### config.mk
export PLATFORM = sky130hd
export DESIGN_NAME = otter_io_responder_flat
export DESIGN_NICKNAME = d
export VERILOG_FILES = /design/src/rtl/otter_io_pkg.sv /design/src/rtl/otter_io_responder_if.sv /design/src/rtl/sseg_hex_decoder.sv /design/src/rtl/otter_io_responder.sv /design/src/flat_wrapper.sv
export SDC_FILE = /design/constraint.sdc
export NUM_CORES = 1
export LEC_CHECK = 0
export BUFFER_PORTS_ARGS = -buffer_cell sky130_fd_sc_hd__buf_4
export CORE_MARGIN = 8
export CORE_UTILIZATION = 45
export DETAILED_ROUTE_END_ITERATION = 10
export GPL_ROUTABILITY_DRIVEN = 1
export PLACE_DENSITY = 0.83
export SYNTH_ARGS = -nofsm -noshare
export SYNTH_HDL_FRONTEND = slang
export SYNTH_SLANG_ARGS = --single-unit
### constraint.sdc
create_clock -name CLK -period 3.5 [get_ports CLK]
set_input_delay 0.7 -clock CLK [delete_from_list [all_inputs] [get_ports CLK]]
set_output_delay 0.7 -clock CLK [all_outputs]
set_load 0.01 [all_outputs]
### src/rtl/otter_io_pkg.sv
// Shared constants and types for the OTTER IOBUS responder: address map and segment encoding.
package otter_io_pkg;

  localparam logic [31:0] IO_SW_ADDR   = 32'h1100_0000;
  localparam logic [31:0] IO_LED_ADDR  = 32'h1100_0020;
  localparam logic [31:0] IO_SSEG_ADDR = 32'h1100_0040;

  typedef logic [7:0] seg_t;

  localparam seg_t SEG_BLANK = 8'hFF;

  // One-hot-low anode pattern for a digit index, [0] = rightmost.
  function automatic logic [3:0] digit_anode(logic [1:0] digit);
    return ~(4'b0001 << digit);
  endfunction

endpackage

### src/rtl/otter_io_responder_if.sv
// MCU IOBUS bundle: address, write data, write strobe and read data.
interface otter_io_responder_if;
  logic [31:0] IOBUS_ADDR;
  logic [31:0] IOBUS_OUT;
  logic        IOBUS_WR;
  logic [31:0] IOBUS_IN;

  modport master (
    output IOBUS_ADDR,
    output IOBUS_OUT,
    output IOBUS_WR,
    input  IOBUS_IN
  );

  modport slave (
    input  IOBUS_ADDR,
    input  IOBUS_OUT,
    input  IOBUS_WR,
    output IOBUS_IN
  );
endinterface

### src/rtl/sseg_hex_decoder.sv
// Combinational hex nibble to active-low seven-segment pattern, dp always off.
module sseg_hex_decoder
  import otter_io_pkg::*;
(
  input  logic [3:0] nibble_i,
  output seg_t       seg_o
);

  // Bit order {dp, g, f, e, d, c, b, a}, all active-low.
  always_comb begin
    seg_o = SEG_BLANK;
    unique case (nibble_i)
      4'h0: seg_o = 8'hC0;
      4'h1: seg_o = 8'hF9;
      4'h2: seg_o = 8'hA4;
      4'h3: seg_o = 8'hB0;
      4'h4: seg_o = 8'h99;
      4'h5: seg_o = 8'h92;
      4'h6: seg_o = 8'h82;
      4'h7: seg_o = 8'hF8;
      4'h8: seg_o = 8'h80;
      4'h9: seg_o = 8'h90;
      4'hA: seg_o = 8'h88;
      4'hB: seg_o = 8'h83;
      4'hC: seg_o = 8'hC6;
      4'hD: seg_o = 8'hA1;
      4'hE: seg_o = 8'h86;
      4'hF: seg_o = 8'h8E;
      default: seg_o = SEG_BLANK;
    endcase
  end

endmodule

### src/rtl/otter_io_responder.sv
// OTTER IOBUS responder: switches, LEDs and a scanned 4-digit hex display.
// Optional SSEG_BLANK_LEADING_EN blanks digits above the most-significant nonzero nibble.
module otter_io_responder
  import otter_io_pkg::*;
#(
  parameter int unsigned SCAN_W = 17,
  parameter int unsigned SW_W   = 16
) (
  input  logic                 CLK,
  input  logic                 RST,
  otter_io_responder_if.slave  iobus,
  input  logic [SW_W-1:0]      SWITCHES,
  output logic [SW_W-1:0]      LEDS,
  output logic [3:0]           ANODES,
  output seg_t                 CATHODES
);

  logic [SW_W-1:0]   sw_q;
  logic [SW_W-1:0]   led_q, led_d;
  logic [15:0]       sseg_q, sseg_d;
  logic [SCAN_W-1:0] scan_cnt_q, scan_cnt_d;
  logic [1:0]        digit_q, digit_d;
  logic [3:0]        anodes_q, anodes_d;
  seg_t              cathodes_q, cathodes_d;

  logic       wr_led, wr_sseg;
  logic [3:0] nibble;
  seg_t       nibble_seg;
  logic       blank;

  logic unused_wdata;
  assign unused_wdata = ^iobus.IOBUS_OUT[31:16];

  assign wr_led  = iobus.IOBUS_WR && (iobus.IOBUS_ADDR == IO_LED_ADDR);
  assign wr_sseg = iobus.IOBUS_WR && (iobus.IOBUS_ADDR == IO_SSEG_ADDR);

  always_comb begin
    iobus.IOBUS_IN = 32'h0;
    case (iobus.IOBUS_ADDR)
      IO_SW_ADDR:   iobus.IOBUS_IN = 32'(sw_q);
      IO_LED_ADDR:  iobus.IOBUS_IN = 32'(led_q);
      IO_SSEG_ADDR: iobus.IOBUS_IN = 32'(sseg_q);
      default:      iobus.IOBUS_IN = 32'h0;
    endcase
  end

  always_comb begin
    led_d  = wr_led  ? iobus.IOBUS_OUT[SW_W-1:0] : led_q;
    sseg_d = wr_sseg ? iobus.IOBUS_OUT[15:0]     : sseg_q;
  end

  always_comb begin
    scan_cnt_d = scan_cnt_q + SCAN_W'(1);
    digit_d    = (&scan_cnt_q) ? digit_q + 2'd1 : digit_q;
  end

  // Output stage sees the incoming digit but the currently held value, so a write
  // landing on a digit-advance edge shows up one cycle later.
  assign nibble = sseg_q[{digit_d, 2'b00} +: 4];

  sseg_hex_decoder u_decoder (
    .nibble_i (nibble),
    .seg_o    (nibble_seg)
  );

`ifdef SSEG_BLANK_LEADING_EN
  logic [1:0] msd;

  always_comb begin
    msd = 2'd0;
    for (int i = 1; i < 4; i++) begin
      if (sseg_q[4*i +: 4] != 4'h0) msd = 2'(i);
    end
  end

  assign blank = (digit_d > msd);
`else
  assign blank = 1'b0;
`endif

  always_comb begin
    anodes_d   = blank ? 4'hF : digit_anode(digit_d);
    cathodes_d = blank ? SEG_BLANK : nibble_seg;
  end

  always_ff @(posedge CLK) begin
    if (RST) begin
      sw_q       <= '0;
      led_q      <= '0;
      sseg_q     <= '0;
      scan_cnt_q <= '0;
      digit_q    <= '0;
      anodes_q   <= 4'hF;
      cathodes_q <= SEG_BLANK;
    end else begin
      sw_q       <= SWITCHES;
      led_q      <= led_d;
      sseg_q     <= sseg_d;
      scan_cnt_q <= scan_cnt_d;
      digit_q    <= digit_d;
      anodes_q   <= anodes_d;
      cathodes_q <= cathodes_d;
    end
  end

  assign LEDS     = led_q;
  assign ANODES   = anodes_q;
  assign CATHODES = cathodes_q;

endmodule

### src/flat_wrapper.sv
// flat-port wrapper written by rule: the top's interface ports become plain ports
module otter_io_responder_flat import otter_io_pkg::*;
#(
  parameter int unsigned SCAN_W = 17,
  parameter int unsigned SW_W   = 16
)
  (CLK, RST, SWITCHES, LEDS, ANODES, CATHODES, iobus_IOBUS_ADDR, iobus_IOBUS_OUT, iobus_IOBUS_WR, iobus_IOBUS_IN);
  otter_io_responder_if iobus_i ();
  input  logic CLK;
  input  logic RST;
  input  logic [SW_W-1:0] SWITCHES;
  output logic [SW_W-1:0] LEDS;
  output logic [3:0] ANODES;
  output seg_t CATHODES;
  input wire logic [$bits(iobus_i.IOBUS_ADDR)-1:0] iobus_IOBUS_ADDR;
  input wire logic [$bits(iobus_i.IOBUS_OUT)-1:0] iobus_IOBUS_OUT;
  input wire logic [$bits(iobus_i.IOBUS_WR)-1:0] iobus_IOBUS_WR;
  output wire logic [$bits(iobus_i.IOBUS_IN)-1:0] iobus_IOBUS_IN;
  assign iobus_i.IOBUS_ADDR = iobus_IOBUS_ADDR;
  assign iobus_i.IOBUS_OUT = iobus_IOBUS_OUT;
  assign iobus_i.IOBUS_WR = iobus_IOBUS_WR;
  assign iobus_IOBUS_IN = iobus_i.IOBUS_IN;
  otter_io_responder #(.SCAN_W(SCAN_W), .SW_W(SW_W)) u_core (.CLK(CLK), .RST(RST), .iobus(iobus_i), .SWITCHES(SWITCHES), .LEDS(LEDS), .ANODES(ANODES), .CATHODES(CATHODES));
endmodule
==> results of run 1 <==
## synthesized netlist by cell type (3+ instances only)
cell type / n / area (um2)
nor2_1: 39 / 146.4
xor2_1: 10 / 87.58
nand2_1: 42 / 157.7
o21ai_0: 23 / 115.1
nor4_1: 4 / 25.02
and3_1: 4 / 25.02
ha_1: 8 / 100.1
clkbuf_1: 11 / 41.29
mux4_2: 3 / 67.56
or3_1: 5 / 31.28
buf_4: 18 / 135.1
nand4_1: 5 / 31.28
nor2b_1: 19 / 118.9
xnor2_1: 3 / 26.28
dfxtp_1: 78 / 1562
a21oi_1: 24 / 120.1
a22oi_1: 16 / 120.1
mux2i_1: 19 / 190.2
nand3_1: 6 / 30.03
inv_1: 23 / 86.33
## metal layers
metal	part of all wire, %	GRT usage [%]	vias up
met1	40	18.42	1413
met5	0	0	-
met2	49	26.91	117
met3	9.0	7.001	9
li1	-	-	1505
met4	1.3	5.998	0
## per-stage QoR
| step | setup WS [ns] | total power, mW | utilization [%] | cells |
|---|---|---|---|---|
| floorplan | 0.3405 | 0.9856 | - | 406 |
| global placement | 0.2386 | 1.046 | 57.00 | 589 |
| detailed placement | 0.09816 | 1.049 | 57.00 | 589 |
| CTS | 0.07286 | 1.933 | 60.52 | 605 |
| global route | -0.005422 | 1.987 | 60.99 | 607 |
| finish | 0.2206 | 1.921 | 60.99 | 607 |
## kinds of logic after synthesis
group / after synthesis
AO/OA/AOI/OAI: 73
adder cells (fa/ha/maj): 8
buffers and inverters: 58
XOR/XNOR: 13
flip-flops: 78
multiplexers: 22
AND/OR/NAND/NOR: 137
other: 2
## state kept, by name, indices dropped and copies added, names as in the netlist
| register | count |
|---|---|
| u_core.sw_q | 16 |
| u_core.LEDS | 16 |
| u_core.ANODES | 4 |
| u_core.CATHODES | 7 |
| u_core.scan_cnt_q | 17 |
| u_core.sseg_q | 16 |
| u_core.digit_q | 2 |
## worst max-delay path by stage
stage | slack, ns | to | from
final | 0.22 | u_core.CATHODES[3]$_SDFF_PP1_ | u_core.scan_cnt_q[3]$_SDFF_PP0_
after global routing | -0.005 | u_core.CATHODES[3]$_SDFF_PP1_ | u_core.scan_cnt_q[3]$_SDFF_PP0_
after CTS | 0.07 | u_core.CATHODES[3]$_SDFF_PP1_ | u_core.scan_cnt_q[2]$_SDFF_PP0_
after detailed placement | 0.1 | u_core.CATHODES[0]$_SDFF_PP1_ | u_core.scan_cnt_q[2]$_SDFF_PP0_
after global placement | 0.24 | u_core.CATHODES[3]$_SDFF_PP1_ | u_core.scan_cnt_q[2]$_SDFF_PP0_
after floorplan | 0.34 | u_core.CATHODES[3]$_SDFF_PP1_ | u_core.scan_cnt_q[2]$_SDFF_PP0_
## critical path: cells and delay by family, from the launching register on
family	cells	cell delay, ns
muxes	1	0.56
and+or+nand+nor	5	0.80
xor gates and xnor gates	1	0.19
adders and majority gates	2	0.46
AOI/OAI and AO/OA	2	0.45
DFF	1	0.38
buffers and inverters	2	0.28
## cell type report
| class | count | area share (%) |
|---|---|---|
| Clock buffer | 9 | 2.656 |
| Clock inverter | 7 | 3.112 |
| Inverter | 23 | 1.851 |
| Multi-Input combinational cell | 270 | 37.15 |
| Sequential cell | 78 | 33.50 |
| Tap cell | 102 | 2.736 |
| Timing Repair Buffer | 118 | 18.99 |
## repair_timing
| action | CTS | global route |
|---|---|---|
| resized for setup | 0 | 7 |
| buffers inserted | 0 | 2 |
| endpoints found under the setup margin | 0 | 4 |
## power groups by stage
stage / Combinational [mW] / Sequential (mW) / Clock (mW)
after CTS: 0.117 / 0.911 / 0.905
after global placement: 0.114 / 0.932 / 0
after floorplan: 0.0530 / 0.933 / 0
final: 0.118 / 0.911 / 0.892
after detailed placement: 0.117 / 0.932 / 0
after global routing: 0.128 / 0.913 / 0.946
==> flow_summary.json, run 1 <==
{
  "yosysUniqueCellTypes": 46,
  "stdcell_area_mm2": 0.004664,
  "clock_power_share_pct": 46.4,
  "num_rows": 32,
  "synth-simple-area-share_pct": 20.80,
  "ir_drop_uv": 191.3,
  "critPathArrivalTime_ns": 3.49,
  "fin_worst_skew_ns": 0.006410,
  "synthMuxAreaShare_pct": 7.313,
  "tritoncts": "yes",
  "io_pins": 143,
  "r2r-end": "u_core.CATHODES[3]$_SDFF_PP1_",
  "ys.flop_type": "dfxtp_1",
  "critPathKind": "reg -> reg",
  "r2r_setup_slack_ns": 0.22,
  "synth-seq-area-share_pct": 44.30,
  "area_delta_synth_final_pct": 32.34,
  "synth.avg_cell_area_um2": 9.014,
  "grt_pass1_vias": 3092,
  "outcome": "completed",
  "ant_nets": 0,
  "worstRegToRegCells": 13,
  "seq_area_mm2": 0.001563,
  "drc": 0,
  "cts_buffer_depth": 2,
  "seq_power_share_pct": 47.4,
  "cp-start-kind": "flip-flop",
  "cts_sinks": 78,
  "multi_input_area_mm2": 0.001733,
  "hpwl_um": 6704,
  "final_cell_mix": "118 x buf_4, 77 x dfxtp_1, 42 x nand2_1",
  "via_per_inst": 5.015,
  "critical_path.most_common_cell": "nor2_1",
  "p_leak_nw": 1.891,
  "dieArea_mm2": 0.01092,
  "core_mm2": 0.007647,
  "cap_violations": 0,
  "synthCells": 391,
  "final_hold_viol_count": 0,
  "hold_path_class": "reg -> reg",
  "hp-start": "u_core.digit_q[1]$_SDFF_PP0_",
  "setup-violations-final": 0,
  "hold_buffers": 0,
  "cts_buffers": 9,
  "place_congestion": 0.7283,
  "setup_tns_ns": 0,
  "cp_cell_sequence": "and4_1 -> and3_2 -> nand3_1 -> nor2_1 -> ha_2 -> xor2_2 -> buf_4 -> mux4_2 -> ha_1 -> inv_1 -> nor2_1 -> a2111oi_2 -> a31oi_1",
  "critPathMaxStageDelay_ns": 0.56,
  "cts-root-buf": "clkbuf_8",
  "grt_max_degree": 75,
  "cpMaxStageDelayCell": "mux4_2",
  "netSwitchingPower_mw": 0.4027,
  "slew_violations": 0,
  "fmax_mhz": 304.9,
  "synth_top_family_by_area": "simple AND/OR/NAND/NOR gates",
  "required_ns": 3.71,
  "clkTransAtPathRegs_ns": 0.08,
  "slew_headroom_pct": 50.50,
  "initial_utilization_pct": 46.09,
  "dr.first_iter.drc_count": 127,
  "whs_endpoint": "u_core.ANODES[3]$_SDFF_PP1_",
  "drtPass1Iterations": 5,
  "routed_wl_um": 8988,
  "clock_latency_ns": 0.35,
  "drive_gt1_share_pct": 30.30,
  "finalNetCount": 591,
  "die_w_um": 104.5,
  "grt_pass1_wl_um": 14880,
  "wl_per_cell_um": 14.81,
  "antenna_found_initial": 0,
  "final.period_utilization_pct": 93.70,
  "async_flop_share_pct": 0,
  "combPwrFrac_pct": 6.2,
  "die_height_um": 104.5,
  "p_per_area_mw_per_mm2": 411.9,
  "htreeDepth": 3,
  "num_vias": 3044,
  "grtUsageTotal_pct": 16.36,
  "yosys_warnings": 0,
  "hold_ws_ns": 0.4376,
  "internal_power_mw": 1.519,
  "min_delay_path_depth": 1,
  "port_buffers": 109,
  "synth_fa_ha_area_share_pct": 2.840,
  "fin_crit_ns": 3.279,
  "synth_edf_count": 0,
  "placed_area_mm2": 0.004359,
  "r2r-start": "u_core.scan_cnt_q[3]$_SDFF_PP0_",
  "grt.overflow.total": 0,
  "cp_max_fo": 5,
  "synth_compound_area_share_pct": 12.42,
  "critPathCaptureType": "flip-flop",
  "netSwitchingFraction_pct": 20.96,
  "worst_pin_slew_ns": 0.7425,
  "antennaDiodeCount": 0,
  "syn_area_mm2": 0.003525,
  "layout_commonest_cell": "buf_4",
  "synth_seq_cells": 78,
  "synthXorXnorAreaFrac_pct": 3.230,
  "fillers": 646
}
Power figures use the tool's default switching activity.
==> run 2: changes to the inputs <==
Settings changed: CORE_ASPECT_RATIO set to 1.2.
==> run 2 against run 1 <==
  * Cell count is 1.6% lower
  * Sequential cell count unchanged
  * Sequential share of layout area grew 0.17 points
  * First-iteration DRC count increased by 16%
  * Maximum frequency down 0.80%
  * Global-route usage decreased by 0.054 points
  * Count of clock-buffer cells in the layout increased by 3
  * Clock power fell by 5.4%
  * Critical endpoint is now iobus_IOBUS_IN[8]
==> flow_summary.json, run 2 (same netlist as run 1, synthesis figures left out) <==
{
  "outcome": "completed",
  "grt.overflow.total": 0,
  "drtPass1Iterations": 4,
  "final_cell_mix": "119 x buf_4, 77 x dfxtp_1, 42 x nand2_1",
  "r2r-start": "u_core.scan_cnt_q[3]$_SDFF_PP0_",
  "ant_nets": 0,
  "final.period_utilization_pct": 94.46,
  "critPathArrivalTime_ns": 2.61,
  "fin_worst_skew_ns": 0.009868,
  "clock_latency_ns": 0.35,
  "top_register": "u_core.scan_cnt_q",
  "htreeDepth": 3,
  "cts-root-buf": "clkbuf_8",
  "die_height_um": 113.0,
  "dieArea_mm2": 0.01093,
  "hpwl_um": 6780,
  "drive_gt1_share_pct": 30.10,
  "wl_per_cell_um": 15.37,
  "required_ns": 2.80,
  "drc": 0,
  "grt_pass1_vias": 3212,
  "clkTransAtPathRegs_ns": 0.07,
  "grt_pass1_wl_um": 14830,
  "finalNetCount": 592,
  "combPwrFrac_pct": 6.3,
  "min_delay_path_depth": 1,
  "p_per_area_mw_per_mm2": 403.8,
  "port_buffers": 109,
  "routed_wl_um": 9173,
  "internal_power_mw": 1.498,
  "via_per_inst": 5.080,
  "fmax_mhz": 302.5,
  "netSwitchingPower_mw": 0.3758,
  "die_w_um": 96.79,
  "layout_commonest_cell": "buf_4",
  "critPathKind": "in -> out",
  "fillers": 680,
  "largest_register_ffs": 17,
  "crit_path_start": "iobus_IOBUS_ADDR[0]",
  "clock_power_share_pct": 45.1,
  "hold_path_class": "reg -> reg",
  "place_congestion": 0.8018,
  "tritoncts": "yes",
  "antenna_found_initial": 0,
  "worstRegToRegCells": 13,
  "io_pins": 143,
  "core_mm2": 0.007664,
  "p_leak_nw": 1.892,
  "cap_violations": 0,
  "setup_tns_ns": 0,
  "seq_power_share_pct": 48.7,
  "num_rows": 35,
  "slew_headroom_pct": 49.60,
  "cp_max_fo": 17,
  "grt_max_degree": 75,
  "multi_input_area_mm2": 0.001728,
  "grtUsageTotal_pct": 16.30,
  "initial_utilization_pct": 45.99,
  "seq_area_mm2": 0.001563,
  "fin_crit_ns": 3.306,
  "netSwitchingFraction_pct": 20.05,
  "fin_ws_ns": 0.1940,
  "num_vias": 3033,
  "hp-start": "u_core.digit_q[1]$_SDFF_PP0_",
  "slew_violations": 0,
  "dr.first_iter.drc_count": 147,
  "cts_buffer_depth": 2,
  "ir_drop_uv": 237.1,
  "worst_pin_slew_ns": 0.7560,
  "pre_cts_slack_ns": 0.1041,
  "rsz0062_at_grt": "no",
  "antennaDiodeCount": 0,
  "cp-start-kind": "input port",
  "final_hold_viol_count": 0,
  "area_delta_synth_final_pct": 31.66,
  "cts_sinks": 78,
  "cts_buffers": 9,
  "setup-violations-final": 0,
  "critPathCaptureType": "output pin"
}
## run 2: changes by cell type in the layout (fill, tap and decap cells not counted), sizes merged
cell | previous run | this run
clkbuf | 9 | 12
clkinvlp | 1 | 0
clkinv | 1 | 0
buf | 118 | 119
inv | 24 | 23
bufinv | 4 | 3
## run 2: area by class of cell
| class | count | share of cell area (%) |
|---|---|---|
| clock buffer | 12 | 3.559 |
| timing repair buffer | 119 | 19.25 |
| sequential | 78 | 33.67 |
| inverter | 23 | 1.860 |
| tap | 92 | 2.480 |
| clock inverter | 3 | 1.941 |
| multi-input combinational | 270 | 37.23 |
## run 2: layer usage
layer / part of all wire, % / global-route usage [%] / vias to the layer above
met1: 40 / 16.15 / 1435
met5: 0 / 0 / -
met4: 1.0 / 5.036 / 0
li1: - / - / 1515
met3: 5.8 / 5.911 / 10
met2: 53 / 30.70 / 73
## run 2: timing repair
action	CTS	global route
endpoints found under the setup margin	0	4
setup buffers	0	4
hold buffers	0	0
gates resized for setup	0	6
## run 2: through the flow
step	hold WS [ns]	cells	instance area, um2	util (%)	power, mW
global route	0.4613	597	4641	60.56	1.937
global placement	0.4059	578	4339	56.62	1.045
CTS	0.4276	593	4594	59.95	1.886
floorplan	0.3851	406	3581	-	0.9856
detailed placement	0.4106	578	4339	56.62	1.049
finish	0.4269	597	4641	60.56	1.874
## run 2: final timing paths
path	to	slack [ns]
max	iobus_IOBUS_IN[8]	0.19
min	u_core.ANODES[3]$_SDFF_PP1_	0.43
max reg2reg	u_core.CATHODES[3]$_SDFF_PP1_	0.21
min reg2reg	u_core.ANODES[3]$_SDFF_PP1_	0.43
## run 2: critical path, cell delays in order
cell	delay [ns]
buf_4	0.12
nor4_1	0.31
nand4_1	0.27
or4b_4	0.71
o21ai_0	0.32
buf_4	0.18
## run 2: power by group through the flow
stage / logic, mW / clock network, mW / registers (mW)
floorplan: 0.0530 / 0 / 0.933
global placement: 0.114 / 0 / 0.932
detailed placement: 0.117 / 0 / 0.932
CTS: 0.117 / 0.858 / 0.912
global route: 0.127 / 0.897 / 0.914
finish: 0.117 / 0.844 / 0.912
